==> src/rtl/input_module.sv <==
// Memory-mapped input peripheral: debounces the "enter" button and queues the
// switch word per press in a small FIFO drained through data/status load ports.
module input_module #(
  parameter int DATA_WIDTH      = 32,
  parameter int DEPTH           = 4,
  parameter int DEBOUNCE_CYCLES = 16,
  parameter int DATA_ADDR       = 1022,
  parameter int STATUS_ADDR     = 1023
) (
  input  logic                  clock,
  input  logic                  reset,
  input  logic                  enter,
  input  logic [DATA_WIDTH-1:0] datain,
  input  logic [DATA_WIDTH-1:0] adress,
  input  logic                  MemRead,
  output logic [DATA_WIDTH-1:0] readdata,
  output logic                  ready,
  output logic                  overflow
);

  localparam int PW  = $clog2(DEPTH);
  localparam int CW  = PW + 1;
  localparam int DCW = $clog2(DEBOUNCE_CYCLES);

  logic                             sync1_q, sync1_d, sync2_q, sync2_d;
  logic                             deb_q, deb_d;
  logic [DCW-1:0]                   cnt_q, cnt_d;
  logic [DEPTH-1:0][DATA_WIDTH-1:0] mem_q, mem_d;
  logic [PW-1:0]                    wr_ptr_q, wr_ptr_d, rd_ptr_q, rd_ptr_d;
  logic [CW-1:0]                    count_q, count_d;
  logic                             ready_q, ready_d;
  logic                             overflow_q, overflow_d;

  logic data_hit, status_hit, empty, full;
  logic push, pop, push_ok, drop;

  always_comb begin
    sync1_d = enter;
    sync2_d = sync1_q;
    deb_d   = deb_q;
    cnt_d   = cnt_q;
    // deb only moves after DEBOUNCE_CYCLES consecutive disagreeing edges
    if (sync2_q == deb_q) begin
      cnt_d = '0;
    end else if (cnt_q == DCW'(DEBOUNCE_CYCLES - 1)) begin
      deb_d = sync2_q;
      cnt_d = '0;
    end else begin
      cnt_d = cnt_q + DCW'(1);
    end

    data_hit   = (adress == DATA_WIDTH'(DATA_ADDR));
    status_hit = (adress == DATA_WIDTH'(STATUS_ADDR));
    empty      = (count_q == '0);
    full       = (count_q == CW'(DEPTH));

    push    = deb_d & ~deb_q;
    pop     = MemRead & data_hit & ~empty;
    // a pop on the same edge frees the slot a full FIFO needs
    push_ok = push & (~full | pop);
    drop    = push & ~push_ok;

    mem_d    = mem_q;
    wr_ptr_d = wr_ptr_q;
    rd_ptr_d = rd_ptr_q;
    count_d  = count_q;
    if (push_ok) begin
      mem_d[wr_ptr_q] = datain;
      wr_ptr_d        = wr_ptr_q + PW'(1);
    end
    if (pop) rd_ptr_d = rd_ptr_q + PW'(1);
    if (push_ok && !pop)      count_d = count_q + CW'(1);
    else if (!push_ok && pop) count_d = count_q - CW'(1);
    ready_d = (count_d != '0);

    overflow_d = overflow_q;
    if (drop)                       overflow_d = 1'b1;
    else if (MemRead && status_hit) overflow_d = 1'b0;

    readdata = '0;
    if (data_hit && !empty) readdata = mem_q[rd_ptr_q];
    else if (status_hit)    readdata = DATA_WIDTH'({count_q, overflow_q, full, ready_q});
  end

  always_ff @(posedge clock or posedge reset) begin
    if (reset) begin
      sync1_q    <= 1'b0;
      sync2_q    <= 1'b0;
      deb_q      <= 1'b0;
      cnt_q      <= '0;
      mem_q      <= '0;
      wr_ptr_q   <= '0;
      rd_ptr_q   <= '0;
      count_q    <= '0;
      ready_q    <= 1'b0;
      overflow_q <= 1'b0;
    end else begin
      sync1_q    <= sync1_d;
      sync2_q    <= sync2_d;
      deb_q      <= deb_d;
      cnt_q      <= cnt_d;
      mem_q      <= mem_d;
      wr_ptr_q   <= wr_ptr_d;
      rd_ptr_q   <= rd_ptr_d;
      count_q    <= count_d;
      ready_q    <= ready_d;
      overflow_q <= overflow_d;
    end
  end

  assign ready    = ready_q;
  assign overflow = overflow_q;

endmodule

==> config.mk <==
export PLATFORM = sky130hd
export DESIGN_NAME = input_module
export DESIGN_NICKNAME = d
export VERILOG_FILES = /design/src/rtl/input_module.sv
export SDC_FILE = /design/constraint.sdc
export NUM_CORES = 1
export LEC_CHECK = 0
export BUFFER_PORTS_ARGS = -buffer_cell sky130_fd_sc_hd__buf_2
export CORE_ASPECT_RATIO = 0.7
export CORE_UTILIZATION = 35
export DETAILED_ROUTE_END_ITERATION = 16
export MAX_ROUTING_LAYER = met4
export PLACE_DENSITY_LB_ADDON = 0.25
export SETUP_SLACK_MARGIN = 0.5
export SYNTH_ARGS = -nofsm -noshare
export SYNTH_HDL_FRONTEND = slang
export SYNTH_SLANG_ARGS = --single-unit
==> constraint.sdc <==
create_clock -name clock -period 13.8 [get_ports clock]
set_input_delay 2.07 -clock clock [delete_from_list [all_inputs] [get_ports clock]]
set_output_delay 2.07 -clock clock [all_outputs]
set_load 0.1 [all_outputs]
---- After elaboration in Yosys (flattened, before gate mapping) ----
Index checks and enable logic that the tools add are counted.
storage, ports and cells
  bits in registers ....................... 144
  output and inout bits ................... 34
  logic and storage cells ................. 62
operators by class
  add/sub/neg operators ................... 5
  $lt $le $gt $ge ......................... 3
  equality and inequality tests ........... 5
  muxes and demuxes ....................... 15
  bitwise operators ....................... 10
  reduce and logical (&&, ||, !) cells .... 11
operator list
  operator                                                                      number
  128-bit bitwise mux                                                           1
  32-bit two-way mux                                                            3
  32-bit binary-select mux with 2-bit select                                    1
  32-bit demux with 2-bit select                                                1
  32-bit by 10-bit equality test with 1-bit output, second input constant       2
  4-bit two-way mux                                                             2
  2-bit by 3-bit less-than comparator with 1-bit output, second input constant  2
  3-bit two-way mux                                                             2
  6-bit two-way mux                                                             1
  1-bit AND                                                                     5
  1-bit logical AND                                                             5
  2-bit by 1-bit adder with 2-bit output, second input constant                 2
  4-bit by 1-bit adder with 4-bit output, second input constant                 1
  4-bit equality test, second input constant                                    1
  1-bit two-way mux                                                             4
  1-bit NOT                                                                     4
  3-bit by 1-bit adder with 3-bit output, second input constant                 1
  3-bit equality test, second input constant                                    1
  1-bit zero test                                                               3
  3-bit zero test                                                               1
  3-bit nonzero test                                                            1
  3-bit by 1-bit subtractor with 3-bit output, second input constant            1
  2-bit by 1-bit >= comparator with 1-bit output, second input constant         1
  2-bit nonzero test                                                            1
  2 further kinds                                                               2

---- Longest topological paths before layout ----
Gate-level depths: netlist of run 1.
  depth after elaboration ................. 10
  gate-level depth with buffers ........... 9
  gate-level depth less buffers ........... 8

---- Worst setup path after synthesis of run 1 ----
No wires, ideal clock.
  path type ............................... input -> output
  start point ............................. input port adress[22]
  end point ............................... output port readdata[0]
  arrival ................................. 5605 ps
  path slack .............................. 6125 ps
  cell stages on the path ................. 5
  path buffers ............................ 1
  cell sequence ........................... or4_2 -> nor4_4 -> nand4_1 -> clkbuf_1 -> o21ai_0
on the way
  cells in the longest elaborated chain, start to end .. 3
ends and longest elaborated chain
  element                                                                     line    source
  start, declared                                                             14      input logic [DATA_WIDTH-1:0] adress,
  32-bit by 10-bit equality test with 1-bit output, on equally long branches  53, 52
  6-bit two-way mux / 1-bit logical AND (equally long branches)               82, 81
  32-bit two-way mux *                                                        81      if (data_hit && !empty) readdata = mem_q[rd_ptr_q];
  end, declared                                                               16      output logic [DATA_WIDTH-1:0] readdata,
Mark *: on every way between the ends. The rest lies on a longest branch, timed or not.

---- Worst setup path in the final report of run 1 ----
  start point ............................. input port adress[11]
  end point ............................... output port readdata[5]
Same word-level chain as after synthesis.

==> qor.yml, run 1 <==
synth:
  syn_nets: 529
  synth_commonest_cells: "dfrtp_1, mux2_2, mux2_4"
  synth_cell_types: 40
  avgSynthCellArea_um2: 15.5
  synth_seq_cells: 144
  synth_area_leaders: "dfrtp_1, mux2_2, mux2_4"
  synth_top_area_share: 0.513
  synthCells: 453
  syn_area_um2: 7020
  ys_seq_area_frac: 0.513
  ys_warn_count: 0
  synth_ff_type: "dfrtp_1"
  yosys.area.top_type: "dfrtp_1"
  synth.most_common_cell: "dfrtp_1"
  synth_edf_count: 0
  async_flop_share: 1.00
clocking:
  post_cts_buffers: 0
  clockBufferDepth: 2
  cts_tree: "built"
  cts_resized: 0
  cts_num_sinks: 144
  clock_latency_ns: 0.41
  ctsHoldBuffers: 0
  clkTransAtPathRegs_ns: 0.06
  htreeDepth: 4
  cts-root-buf: "clkbuf_16"
  cts-buffers-inserted: 17
routing:
  routedWlPerCell_um: 17.9
  firstDrtPassIters: 4
  drt_iter0_markers: 181
  vias: 4084
  ant_nets: 0
  drc: 0
  via_per_inst: 4.91
  wirelength_um: 14900
setup_path:
  worstPathRequired_ns: 11.73
  worst_setup_path_start_kind: "input pin"
  crit_arrival_ns: 4.29
  cp_max_fo: 33
  cp-end-kind: "output pin"
  crit_type: "input pin to output pin"
pwr:
  p_leak_nw: 4.17
  p_total_w: 0.000933
  vdd_drop_max_mv: 0.0900
  powerDensity_nw_per_um2: 112
cells_and_area:
  final_layout_size_suffix_gt1_frac: 0.554
  seq_area_um2: 3610
  multiInputGateArea_um2: 3190
  n_fill_cell: 1765
  nets: 628
  synthToLayoutAreaGrowth_pct: 18.8
timing:
  fmax_mhz: 157
  tns_ns: 0
  finalHoldViolations: 0
  slew_viol_final: 0
  rsz0062_at_grt: "no"
  post-route-period-util: 0.461
  tightest_slew_ns: 1.08
  clock_skew_ns: 0.0100
  max-slew-margin-rel: 0.279
  period_needed_ns: 6.36
  setup_violations: 0
  hold_slack_ns: 0.350
die:
  initial_core_util: 0.364
  core_area_um2: 19300
  die_y_um: 120
  die_w_um: 171
  placementRows: 42
  dieArea_um2: 20600
  ios: 102
min_path:
  hp-class: "flip-flop to flip-flop"
grt:
  track_usage: 0.159
  overflow: 0
  grt_pass1_wl_um: 24100
  grt_pass1_vias: 4474
  antenna_found_initial: 3
  grt_max_degree: 85
status:
  outcome: "complete, no violations"
placed_design:
  dp_hpwl_um: 9480
  gp_congestion: 0.798
  numPortBuffers: 101
run:
  maxCapViolCount: 0
## report_power, final
group | total (W) | internal, W | switching [W]
Sequential | 0.000424 | 0.000423 | 0.00000103
Combinational | 0.0000263 | 0.00000951 | 0.0000168
Clock | 0.000482 | 0.000309 | 0.000173
Total | 0.000933 | 0.000742 | 0.000191
## routing by layer
metal  up-vias  wire, um  part of all wire  track usage
met5         -         0                 0            -
met4         0        68            0.0046       0.0368
met3         5       716             0.048       0.0419
met2        90      7120              0.48        0.252
met1      2128      7020              0.47        0.205
li1       1861         -                 -            -
## area by class of cell
| class | instances | share of cell area |
|---|---|---|
| Antenna cell | 3 | 0.000900 |
| Clock buffer | 24 | 0.0602 |
| Clock inverter | 8 | 0.0152 |
| Inverter | 13 | 0.00645 |
| Multi-Input combinational cell | 272 | 0.382 |
| Sequential cell | 144 | 0.432 |
| Tap cell | 264 | 0.0396 |
| Timing Repair Buffer | 104 | 0.0633 |
## stage by stage
stage,cell area [um^2],setup slack [ns],instances,util
2_1_floorplan,7020,6.12,453,-
3_3_place_gp,7700,7.46,797,0.399
3_5_place_dp,7700,7.40,797,0.399
4_1_cts,8330,7.39,829,0.432
5_1_grt,8340,7.30,832,0.432
6_report,8340,7.44,832,0.432
## worst paths after layout
check	startpoint	to	slack, ns	depth (start not counted)
max reg2reg	count_q[0]	mem_q[9]	10.62	8
min	sync1_q	sync2_q	0.35	0
min reg2reg	sync1_q	sync2_q	0.35	0
max in group asynchronous	reset	rd_ptr_q[1]	10.51	3
max	adress[11]	readdata[5]	7.44	7
min in group asynchronous	reset	mem_q[1]	1.73	2
## placed cells by master (no fill, tap or decap), drive strengths merged, types with 7 or more instances in the layout
cell	n
nor2b	28
o21ai	9
nand2	15
clkbuf	24
mux2	129
inv	13
ha	8
dfrtp	144
xnor2	7
mux4	32
buf	104
## sequential cells by signal, indices dropped and copies added, names as in the netlist
name and cells:
sync2_q 1, count_q 3, rd_ptr_q 2, mem_q 128
cnt_q 4, ready 1, overflow 1, wr_ptr_q 2
deb_q 1, sync1_q 1
## kinds of logic (layout without fill, tap and decap cells)
kind of cell,after synthesis,count (layout),synth area share
fa+ha+maj,8,8,0.0143
mux,163,163,0.339
simple gates,76,76,0.0752
other cells,0,3,0
buf+inv,37,149,0.0326
xor+xnor,7,7,0.00874
compound gates,18,18,0.0169
flops,144,144,0.513
## worst max-delay path: stages
cell,delay [ns]
buf_2,0.11
or4b_1,0.57
nor4_4,0.40
nand4_1,0.14
buf_4,0.28
o21ai_0,0.25
buf_2,0.46
(Power assumes the default switching activity.)
==> inputs of run 2 (changes only) <==
Clock period 13.8 ns to 5.21 ns, I/O delays scaled along.
==> run 2 against run 1 <==
  * Worst setup slack got worse by 6.0 ns
  * Largest cell class unchanged
  * Sequential cell count unchanged
  * Core utilization decreased by 0.47 points
  * Critical endpoint is now readdata[4]
  * Final area decreased by 1.1%
  * First-iteration DRC count decreased by 3.9%
  * Worst hold slack improved by 0.0024 ns
  * Total power increased by 150%
  * Die area unchanged
  * Final cell count decreased by 0.36%
==> qor.yml, run 2 (synthesized netlist as in run 1, its figures left out) <==
clocking:
  cts_resized: 0  # unchanged
  ctsHoldBuffers: 0  # unchanged
  htreeDepth: 4  # unchanged
  cts_tree: "built"  # unchanged
  clock_latency_ns: 0.42  # was 0.41 ns
  post_cts_buffers: 0  # unchanged
  cts-buffers-inserted: 17  # unchanged
  cts_num_sinks: 144  # unchanged
  clkTransAtPathRegs_ns: 0.05  # was 0.06 ns
  cts-root-buf: "clkbuf_16"  # unchanged
  clockBufferDepth: 2  # unchanged
grt:
  antenna_found_initial: 3  # unchanged
  overflow: 0  # unchanged
  track_usage: 0.163  # was 0.159
  grt_pass1_wl_um: 24200  # was 24100 um
  grt_max_degree: 96  # was 85
  grt_pass1_vias: 4463  # was 4474
cells_and_area:
  fin_cells: 829  # was 832
  final_layout_size_suffix_gt1_frac: 0.552  # was 0.554
  seq_area_um2: 3610  # unchanged
  layout_commonest_cell: "dfrtp_1"  # unchanged
  multiInputGateArea_um2: 3190  # unchanged
  n_fill_cell: 1760  # was 1765
  nets: 628  # unchanged
  largest_reg_flops: 128  # unchanged
  postLayoutCellArea_um2: 8250  # was 8340 um^2
  synthToLayoutAreaGrowth_pct: 17.5  # was 18.8%
  final_cell_mix: "dfrtp_1, buf_2, mux2_2, mux2_4, mux4_2"  # unchanged
  largest_register: "mem_q"  # unchanged
  reg_top3: "mem_q: 128 flops, cnt_q: 4 flops, count_q: 3 flops"  # unchanged
routing:
  drc: 0  # unchanged
  drt_iter0_markers: 174  # was 181
  firstDrtPassIters: 4  # unchanged
  via_per_inst: 4.97  # was 4.91
  routedWlPerCell_um: 18.2  # was 17.9 um
  vias: 4122  # was 4084
  wirelength_um: 15100  # was 14900 um
  ant_nets: 0  # unchanged
timing:
  post-route-period-util: 0.723
  period_needed_ns: 3.77
  finalHoldViolations: 0  # unchanged
  tns_ns: 0  # unchanged
  fmax_mhz: 266
  setup_violations: 0  # unchanged
  rsz0062_at_grt: "no"  # unchanged
  max-slew-margin-rel: 0.336  # was 0.279
  slew_viol_final: 0  # unchanged
  clock_skew_ns: 0.00618  # was 0.0100 ns
  tightest_slew_ns: 0.996  # was 1.08 ns
die:
  placementRows: 42  # unchanged
  dieArea_um2: 20600  # unchanged
  die_y_um: 120  # unchanged
  core_area_um2: 19300  # unchanged
  die_w_um: 171  # unchanged
  initial_core_util: 0.364  # unchanged
  ios: 102  # unchanged
placed_design:
  numPortBuffers: 101  # unchanged
  dpl_cell_area_um2: 7700  # unchanged
  placedCellCount: 797  # unchanged
  gp_congestion: 0.858  # was 0.798
  dp_hpwl_um: 9400  # was 9480 um
setup_path:
  crit_chain: "buf_2 > or4_2 > nor2_1 > nand4_1 > buf_4 > o21ai_0 > buf_2"  # was buf_2 > or4b_1 > nor4_4 > nand4_1 > buf_4 > o21ai_0 > buf_2
  worst_setup_path_start_kind: "input pin"  # unchanged
  crit_arrival_ns: 2.98  # was 4.29 ns
  worst_path_largest_cell_delay_ns: 0.66  # was 0.57 ns
  worstPathRequired_ns: 4.43  # was 11.73 ns
  crit_type: "input pin to output pin"  # unchanged
  cp_max_fo: 33  # unchanged
  reg2regPathDepth: 8  # unchanged
  cp_common_cell: "buf_2"  # unchanged
  cp_slowest_cell: "or4_2"  # was or4b_1
  cp-end-kind: "output pin"  # unchanged
pwr:
  p_leak_nw: 4.14  # was 4.17 nW
  powerDensity_nw_per_um2: 282  # was 112 nW/um^2
  pwr-share-clk: 0.485  # was 0.517
  switchingPower_w: 0.000494  # was 0.000191 W
  p_total_w: 0.00232  # was 0.000933 W
  combPwrFrac: 0.031  # was 0.028
  power.internal_w: 0.00183  # was 0.000742 W
  switching_share: 0.213  # was 0.205
  vdd_drop_max_mv: 0.209  # was 0.0900 mV
  pwr-share-seq: 0.484  # was 0.455
min_path:
  min_path_cells: 0  # unchanged
  hp-class: "flip-flop to flip-flop"  # unchanged
run:
  maxCapViolCount: 0  # unchanged
status:
  outcome: "complete, no violations"  # unchanged
[run 2: changes by cell type in the layout (fill, tap and decap cells not counted)]
| cell | before | now |
|---|---|---|
| clkinv_4 | 1 | 0 |
| bufinv_16 | 3 | 1 |
| clkinv_2 | 1 | 5 |
| clkinvlp_4 | 3 | 1 |
| clkbuf_8 | 5 | 3 |
[run 2: worst paths after layout]
check	from	endpoint	slack (ns)
worst min-delay path	sync1_q	sync2_q	0.35
worst min register to register	sync1_q	sync2_q	0.35
max in group asynchronous	reset	mem_q[100]	3.48
worst max-delay path	adress[17]	readdata[4]	1.44
worst max register to register	count_q[1]	mem_q[19]	1.92
min in group asynchronous	reset	mem_q[33]	0.55
[run 2: cell type report]
| class | instances | area share |
|---|---|---|
| diodes | 3 | 0.000910 |
| clock buffers | 22 | 0.0575 |
| clock inverters | 7 | 0.00758 |
| inverters | 13 | 0.00652 |
| multi-input cells | 272 | 0.386 |
| flip-flops and latches | 144 | 0.437 |
| well taps | 264 | 0.0400 |
| repair buffers | 104 | 0.0640 |
[run 2: stage by stage]
stage,utilization,hold slack (ns),setup slack (ns)
floorplan,-,0.331,0.112
global placement,0.399,0.341,1.45
detailed placement,0.399,0.339,1.40
CTS,0.427,0.355,1.39
global route,0.428,0.356,1.29
finish,0.428,0.352,1.44
[run 2: power groups by stage]
stage	clock, W	combinational [W]	sequential [W]
after detailed placement	0	0.0000725	0.00114
after global routing	0.00120	0.0000807	0.00112
after floorplan	0	0.0000260	0.00114
after CTS	0.00116	0.0000730	0.00112
after global placement	0	0.0000685	0.00114
final	0.00113	0.0000709	0.00112
[run 2: critical path: cells and delay by family]
family	cells	cell delay, ns
AND/OR/NAND/NOR	3	1.10
buffers and inverters	3	0.84
AO/OA/AOI/OAI	1	0.25
[run 2: routing by layer]
layer / global-route usage / routed length, um / part of all wire
met1: 0.210 / 7050 / 0.47
met2: 0.249 / 7010 / 0.46
met3: 0.0504 / 894 / 0.059
met4: 0.0474 / 148 / 0.0098
met5: - / 0 / 0
==> inputs of run 3 (changes only) <==
Clock period 5.21 ns to 3.1 ns, I/O delays scaled along.
==> run 3 against run 2 <==
  * Critical path depth rose by 1
  * Combinational power grew 83%
  * Non-clock buffer count rose by 26
  * Critical endpoint is now readdata[17]
==> qor.yml, run 3 (synthesized netlist as in run 1, its figures left out) <==
die:
  dieArea_um2: 20600  # unchanged
  die_y_um: 120  # unchanged
  core_area_um2: 19300  # unchanged
  placementRows: 42  # unchanged
  die_w_um: 171  # unchanged
  ios: 102  # unchanged
  initial_core_util: 0.364  # unchanged
run:
  maxCapViolCount: 0  # unchanged
cells_and_area:
  largest_register: "mem_q"  # unchanged
  largest_reg_flops: 128  # unchanged
  synthToLayoutAreaGrowth_pct: 36.5  # was 17.5%
  nets: 654  # was 628
  seq_area_um2: 3610  # unchanged
  fin_util: 0.497  # was 0.428
  multiInputGateArea_um2: 3470  # was 3190 um^2
  final_layout_size_suffix_gt1_frac: 0.640  # was 0.552
  reg_top3: "mem_q: 128 flops, cnt_q: 4 flops, count_q: 3 flops"  # unchanged
  layout_commonest_cell: "dfrtp_1"  # unchanged
  final_cell_mix: "dfrtp_1, mux2_2, buf_2, mux2_4, buf_12"  # was dfrtp_1, buf_2, mux2_2, mux2_4, mux4_2
  n_fill_cell: 1646  # was 1760
routing:
  firstDrtPassIters: 4  # unchanged
  vias: 4285  # was 4122
  ant_nets: 0  # unchanged
  drc: 0  # unchanged
  via_per_inst: 5.02  # was 4.97
  routedWlPerCell_um: 19.3  # was 18.2 um
  drt_iter0_markers: 193  # was 174
  wirelength_um: 16500  # was 15100 um
clocking:
  htreeDepth: 4  # unchanged
  clockBufferDepth: 2  # unchanged
  clock_latency_ns: 0.42  # about the same
  ctsHoldBuffers: 0  # unchanged
  cts_tree: "built"  # unchanged
  clkTransAtPathRegs_ns: 0.07  # was 0.05 ns
  cts_num_sinks: 144  # unchanged
  cts-buffers-inserted: 17  # unchanged
  cts-root-buf: "clkbuf_16"  # unchanged
placed_design:
  gp_congestion: 0.700  # was 0.858
  dp_hpwl_um: 10400  # was 9400 um
  dp_slack_ns: 0.181  # was 1.40 ns
  numPortBuffers: 101  # unchanged
grt:
  top_usage_layer: "met2"  # unchanged
  grt_pass1_wl_um: 26600  # was 24200 um
  grtUsageMet1: 0.230  # was 0.210
  grt_max_degree: 62  # was 96
  grtUsageMet3: 0.0376  # was 0.0504
  overflow: 0  # unchanged
  antenna_found_initial: 1  # was 3
  track_usage: 0.177  # was 0.163
  grt_pass1_vias: 4792  # was 4463
  use_met2: 0.279  # was 0.249
timing:
  setup_violations: 0  # unchanged
  rsz0062_at_grt: "yes"  # was no
  tightest_slew_ns: 0.700  # was 0.996 ns
  clock_skew_ns: 0.0113  # was 0.00618 ns
  finalHoldViolations: 0  # unchanged
  max-slew-margin-rel: 0.532  # was 0.336
  slew_viol_final: 0  # unchanged
  fmax_mhz: 361
  setup_ws_ns: 0.327  # was 1.44 ns
  period_needed_ns: 2.77
  post-route-period-util: 0.895
status:
  outcome: "complete, no violations"  # unchanged
pwr:
  p_leak_nw: 4.51  # was 4.14 nW
  vdd_drop_max_mv: 0.325  # was 0.209 mV
  powerDensity_nw_per_um2: 448  # was 282 nW/um^2
setup_path:
  cp_max_fo: 8  # was 33
  worstPathRequired_ns: 2.63  # was 4.43 ns
  cp_slowest_cell: "or4_4"  # was or4_2
  critPathTopFamily: "simple AND/OR/NAND/NOR gates"  # unchanged
  crit_arrival_ns: 2.31  # was 2.98 ns
  timing.critical_path.buf_inv: 4  # was 3
  cp_common_cell: "buf_6"  # was buf_2
  cp-end-kind: "output pin"  # unchanged
  crit_type: "input pin to output pin"  # unchanged
  worst_path_largest_cell_delay_ns: 0.53  # was 0.66 ns
  worst_setup_path_start_kind: "input pin"  # unchanged
  crit_chain: "buf_6 > or4_4 > nor4_4 > nand4_1 > buf_6 > buf_16 > nor2b_4 > buf_12"  # was buf_2 > or4_2 > nor2_1 > nand4_1 > buf_4 > o21ai_0 > buf_2
min_path:
  hp-class: "input pin to asynchronous set/reset pin"  # was flip-flop to flip-flop
run 3: timing repair:
action | in CTS | in global routing
cloned | 2 | 1
buffers inserted | 7 | 2
setup endpoints to repair | 158 | 133
pin swaps | 9 | 7
gates resized for setup | 62 | 8
run 3: layout make-up:
type	instances	share of cell area
inverter	13	0.00548
tap	264	0.0345
timing repair buffer	130	0.153
clock buffer	18	0.0458
sequential	144	0.376
clock inverter	12	0.0217
antenna	1	0.000261
multi-input combinational	272	0.363
run 3: stage by stage:
stage	instance area, um^2	std cells	TNS, ns	hold WS [ns]	total power (W)
global route	9580	854	0	0.150	0.00444
finish	9580	854	0	0.146	0.00429
detailed placement	8480	811	0	0.342	0.00205
floorplan	7100	453	-13.61	0.331	0.00197
global placement	8480	811	0	0.337	0.00204
CTS	9490	850	0	0.157	0.00433
run 3: layer usage:
metal | part of all wire | vias to the layer above | wire, um
met3 | 0.049 | 16 | 801
li1 | - | 1904 | -
met5 | 0 | - | 0
met2 | 0.47 | 111 | 7800
met4 | 0.011 | 0 | 189
met1 | 0.47 | 2254 | 7660
run 3: power breakdown:
| group | leakage [nW] | internal, W | switching (W) |
|---|---|---|---|
| logic | 2.23 | 0.0000513 | 0.0000788 |
| clock network | 0.305 | 0.00145 | 0.000824 |
| registers | 1.98 | 0.00188 | 0.00000448 |
| total | 4.51 | 0.00338 | 0.000908 |
run 3: path summary, 6_finish.rpt:
kind / cells after the start / endpoint / slack [ns] / from
worst max-delay path: 8 / readdata[17] / 0.33 / adress[14]
worst min-delay path: 2 / mem_q[22] / 0.15 / reset
worst max register to register: 10 / mem_q[97] / 0.78 / count_q[0]
worst min register to register: 0 / sync2_q / 0.35 / sync1_q
max in group asynchronous: 3 / rd_ptr_q[1] / 2.17 / reset
min in group clock: 1 / sync1_q / 0.17 / enter
